<file path="src/rtl/instruction_fetch.sv">
// Instruction fetch stage: issues one outstanding read at a time to
// instruction memory using the current PC, pulses pc_inc on a completed
// fetch and queues {pc, instruction} pairs in a small FWFT FIFO for decode.
// A flush discards buffered entries and any fetch still in flight.
module instruction_fetch #(
  parameter int DEPTH      = 2,
  parameter int ADDR_WIDTH = 32,
  parameter int DATA_WIDTH = 32
) (
  input  logic                  clk,
  input  logic                  reset,
  input  logic [ADDR_WIDTH-1:0] pc_in,
  output logic                  pc_inc,
  input  logic                  flush,
  output logic                  mem_req,
  output logic [ADDR_WIDTH-1:0] mem_addr,
  input  logic                  mem_ack,
  input  logic [DATA_WIDTH-1:0] mem_rdata,
  output logic                  instr_valid,
  output logic [DATA_WIDTH-1:0] instr,
  output logic [ADDR_WIDTH-1:0] instr_pc,
  input  logic                  instr_ready
);

  localparam int PTR_W = (DEPTH > 1) ? $clog2(DEPTH) : 1;
  localparam logic [PTR_W:0] FULL_CNT = (PTR_W + 1)'(DEPTH);

  typedef enum logic [1:0] {
    S_IDLE,
    S_WAIT,
    S_DISCARD
  } state_t;

  state_t state, state_nxt;

  logic [DATA_WIDTH-1:0] instr_mem [DEPTH];
  logic [ADDR_WIDTH-1:0] pc_mem    [DEPTH];
  logic [PTR_W-1:0]      rd_ptr, wr_ptr;
  logic [PTR_W:0]        count;

  logic full;
  logic issue;
  logic push;
  logic pop;
  logic done;

  assign full        = (count == FULL_CNT);
  assign instr_valid = (count != '0);
  assign instr       = instr_mem[rd_ptr];
  assign instr_pc    = pc_mem[rd_ptr];

  // State register
  always_ff @(posedge clk or posedge reset) begin
    if (reset) begin
      state <= S_IDLE;
    end else begin
      state <= state_nxt;
    end
  end

  // Next-state: a request stays outstanding until acked, even across a flush
  always_comb begin
    state_nxt = state;
    case (state)
      S_IDLE: begin
        if (!flush && !full) begin
          state_nxt = S_WAIT;
        end
      end
      S_WAIT: begin
        if (mem_ack) begin
          state_nxt = S_IDLE;
        end else if (flush) begin
          state_nxt = S_DISCARD;
        end
      end
      S_DISCARD: begin
        if (mem_ack) begin
          state_nxt = S_IDLE;
        end
      end
      default: state_nxt = S_IDLE;
    endcase
  end

  // Control outputs: pc_inc is suppressed on flush since the PC favours increment over load
  always_comb begin
    issue  = (state == S_IDLE) && !flush && !full;
    push   = (state == S_WAIT) && mem_ack && !flush;
    done   = (state != S_IDLE) && mem_ack;
    pc_inc = push;
    pop    = instr_valid && instr_ready && !flush;
  end

  // Memory request register; address is held for the whole request
  always_ff @(posedge clk or posedge reset) begin
    if (reset) begin
      mem_req  <= 1'b0;
      mem_addr <= '0;
    end else if (issue) begin
      mem_req  <= 1'b1;
      mem_addr <= pc_in;
    end else if (done) begin
      mem_req  <= 1'b0;
    end
  end

  // FIFO storage; contents need no reset because count gates visibility
  always_ff @(posedge clk) begin
    if (push) begin
      instr_mem[wr_ptr] <= mem_rdata;
      pc_mem[wr_ptr]    <= mem_addr;
    end
  end

  // FIFO pointers and occupancy; flush wins over push and pop
  always_ff @(posedge clk or posedge reset) begin
    if (reset) begin
      rd_ptr <= '0;
      wr_ptr <= '0;
      count  <= '0;
    end else if (flush) begin
      rd_ptr <= '0;
      wr_ptr <= '0;
      count  <= '0;
    end else begin
      if (push) begin
        wr_ptr <= wr_ptr + 1'b1;
      end
      if (pop) begin
        rd_ptr <= rd_ptr + 1'b1;
      end
      case ({push, pop})
        2'b10:   count <= count + 1'b1;
        2'b01:   count <= count - 1'b1;
        default: count <= count;
      endcase
    end
  end

endmodule

</file>
<file path="config.mk">
export PLATFORM = sky130hd
export DESIGN_NAME = instruction_fetch
export DESIGN_NICKNAME = d
export VERILOG_FILES = /design/src/rtl/instruction_fetch.sv
export SDC_FILE = /design/constraint.sdc
export NUM_CORES = 1
export LEC_CHECK = 0
export ABC_CLOCK_PERIOD_IN_PS = 3700
export BUFFER_PORTS_ARGS = -buffer_cell sky130_fd_sc_hd__buf_2
export CAP_MARGIN = 15
export CORE_AREA = 2 2 119 121
export CTS_CLUSTER_DIAMETER = 50
export CTS_CLUSTER_SIZE = 28
export DETAILED_ROUTE_END_ITERATION = 8
export DIE_AREA = 0 0 121 123
export PLACE_DENSITY = 0.76
export SYNTH_ARGS = -nofsm -noshare
export SYNTH_HDL_FRONTEND = slang
export SYNTH_SLANG_ARGS = --single-unit
</file>
<file path="constraint.sdc">
create_clock -name clk -period 3.7 [get_ports clk]
set_input_delay 0.74 -clock clk [delete_from_list [all_inputs] [get_ports clk]]
set_output_delay 0.74 -clock clk [all_outputs]
set_load 0.05 [all_outputs]
</file>
==> flow_metrics.env <==
export IMPL_period_needed_ns=2.88
export IMPL_p_leak_nw=3.18
export IMPL_synth_edf_count=128
export IMPL_yosys_cell_count_top_type="edfxtp_1"
export IMPL_critPathCapture="instr_pc[23]"
export IMPL_path_class="reg2out"
export IMPL_rows=43
export IMPL_fmax_mhz=347
export IMPL_critPathTopFamily="flip-flops"
export IMPL_cp_end_kind="output port"
export IMPL_numCtsBuffers=17
export IMPL_cts_root_buf="clkbuf_16"
export IMPL_syn_area_per_cell_um2=20.8
export IMPL_antenna_left=0
export IMPL_fin_setup_tns_ns=0
export IMPL_design_area_mm2=0.00791
export IMPL_vias=3310
export IMPL_diodes=0
export IMPL_power_density_mw_per_mm2=648
export IMPL_post_cts_buffers=0
export IMPL_gp_congestion=0.786
export IMPL_hold_class="reg2reg"
export IMPL_critical_path_cell_chain="buf_12, mux2_2, buf_2"
export IMPL_synth_cells=304
export IMPL_reg2reg_from="state[1]"
export IMPL_ys_ff_latch=167
export IMPL_worst_ep_required_time_ns=2.96
export IMPL_fin_nets=553
export IMPL_ir_worst_vdd_mv=0.489
export IMPL_synthTopCellsByCount="edfxtp_1 (128), mux2_2 (68), dfrtp_1 (39)"
export IMPL_r2r_end="pc_mem[1][23]"
export IMPL_cap_viol_max_count=0
export IMPL_cpMaxStageDelayCell="dfrtp_2"
export IMPL_setup_violations=0
export IMPL_drc=0
export IMPL_post_cts_resize_count=0
export IMPL_yosysUniqueCellTypes=26
export IMPL_cts_tree="built"
export IMPL_wire_per_inst_um=16.7
export IMPL_clockBufferDepth=2
export IMPL_ff2ff_path_depth=5
export IMPL_yosysTopAreaCell="edfxtp_1"
export IMPL_core_area_mm2=0.0136
export IMPL_tightest_slew_ns=0.877
export IMPL_routed_wl_mm=11.3
export IMPL_layout_drive_gt1_share_pct=61.6
export IMPL_reg2reg_slack_ns=1.28
export IMPL_async_flop_share_pct=23.4
export IMPL_path_depth=3
export IMPL_yosysWarnings=0
export IMPL_portBuffers=167
export IMPL_antenna_found_initial=0
export IMPL_final_core_util_pct=58.1
export IMPL_min_delay_start="mem_addr[29]"
export IMPL_grt_use_total_pct=15.7
export IMPL_clock_latency_ns=0.42
export IMPL_dieArea_mm2=0.0149
export IMPL_slew_violations=0
export IMPL_netlist_area_mm2=0.00631
export IMPL_grt_max_degree=45
export IMPL_die_height_um=123
export IMPL_synth_ff_type="edfxtp_1"
export IMPL_post_dp_hpwl_mm=7.40
export IMPL_rsz0062_at_grt="no"
export IMPL_critPathBufInv=2
export IMPL_cp_max_fo=42
export IMPL_syn2layout_area_growth_pct=25.3
export IMPL_drtIter0Drc=176
export IMPL_io_pins=168
export IMPL_drt_pass1_iterations=4
export IMPL_cts_max_level=4
export IMPL_viasPerCell=4.89
export IMPL_clkSlewWorstSetupHoldPaths_ns=0.06
export IMPL_cts_sinks=167
export IMPL_grt_pass1_wl_mm=17.2
export IMPL_grt_overflow_total=0
export IMPL_slew_headroom_pct=41.5
export IMPL_start_kind="register"
export IMPL_place_area_mm2=0.00733
export IMPL_start_util_pct=46.4
export IMPL_run_status="complete, no violations"
export IMPL_crit_arrival_ns=2.14
export IMPL_min_period_over_period_pct=78.0
export IMPL_die_w_um=121
export IMPL_netlist_area_leader_share_pct=60.9
export IMPL_grt_pass1_vias=3424
export IMPL_critPathMaxStageDelay_ns=0.76
export IMPL_synth_nets=373
export IMPL_synthTopCellsByArea="edfxtp_1 (61%), dfrtp_1 (15%), mux2_2 (12%), mux2_4 (6.7%), buf_12 (0.95%)"
export IMPL_power_mw=5.13
export IMPL_postCtsHoldBufs=0
export IMPL_ys_seq_area_share_pct=76.4
export IMPL_cp_startpoint="rd_ptr"
export IMPL_hold_viol_final=0
export IMPL_skew_ns=0.00508
[through the flow]
stage	hold WS, ns	std cells	setup WS [ns]
finish	0.494	677	0.815
floorplan	0.521	304	0.170
global placement	0.470	645	0.993
CTS	0.490	677	0.768
global route	0.486	677	0.712
detailed placement	0.485	645	0.942
[state kept, by name, summed over array words and instances, names as in the netlist]
| name | cells |
|---|---|
| rd_ptr | 1 |
| instr_mem | 64 |
| pc_mem | 64 |
| mem_addr | 32 |
| state | 2 |
| count | 2 |
| mem_req | 1 |
| wr_ptr | 1 |
[placed cells by master (no fill, tap or decap), drive strengths merged]
cell,instances
mux2,96
a21oi,2
nand2,1
clkinv,8
buf,172
or2,2
nor4bb,1
mux2i,3
or4,1
nand3b,1
inv,7
and2,1
dfrtp,39
o41ai,1
o21a,1
xor2,2
edfxtp,128
nand2b,1
nor2b,1
bufinv,2
clkbuf,17
and3b,2
o21ai,1
nor2,4
nor4b,1
clkinvlp,2
[kinds of logic (layout without fill, tap and decap cells)]
kind of cell	count (synthesis)	after routing	share of synthesized area, %
AOI/OAI and AO/OA	5	5	0.496
xor gates and xnor gates	2	2	0.278
buffers and inverters	15	208	1.88
DFF	167	167	76.4
muxes	99	99	19.3
and+or+nand+nor	16	16	1.71
[worst min-delay path by stage]
stage / endpoint / cells after the start
floorplan: state[0] / 1
CTS: instr_mem[1][3] / 1
global route: instr_mem[1][2] / 1
finish: pc_mem[0][29] / 0
detailed placement: pc_mem[0][29] / 0
global placement: pc_mem[0][29] / 0
[per-layer routing]
| layer | GRT usage [%] | wire, um | vias to the layer above |
|---|---|---|---|
| li1 | - | - | 1535 |
| met3 | 5.30 | 787 | 22 |
| met5 | 0 | 0 | - |
| met1 | 18.6 | 4560 | 1638 |
| met2 | 26.1 | 5690 | 115 |
| met4 | 6.98 | 248 | 0 |
[power breakdown]
| group | internal (mW) | switching [mW] | total [mW] |
|---|---|---|---|
| Clock | 0.995 | 0.708 | 1.70 |
| Combinational | 0.325 | 0.741 | 1.07 |
| Sequential | 2.23 | 0.126 | 2.36 |
| Total | 3.55 | 1.57 | 5.13 |
[worst reg2reg max path, cell delays in order (launching register included)]
cell,delay [ns]
dfrtp_1,0.44
nand3b_1,0.26
or2_2,0.36
inv_1,0.08
and2_2,0.51
buf_4,0.42
[cell type report]
class / count / area [um^2]
clock inverter: 15 / 154
multi-input combinational: 122 / 1380
fill: 1067 / 5700
sequential: 167 / 4820
clock buffer: 17 / 425
tap: 180 / 225
timing repair buffer: 172 / 886
inverter: 4 / 15.0
Note: power is estimated with default switching activity, not from simulation.
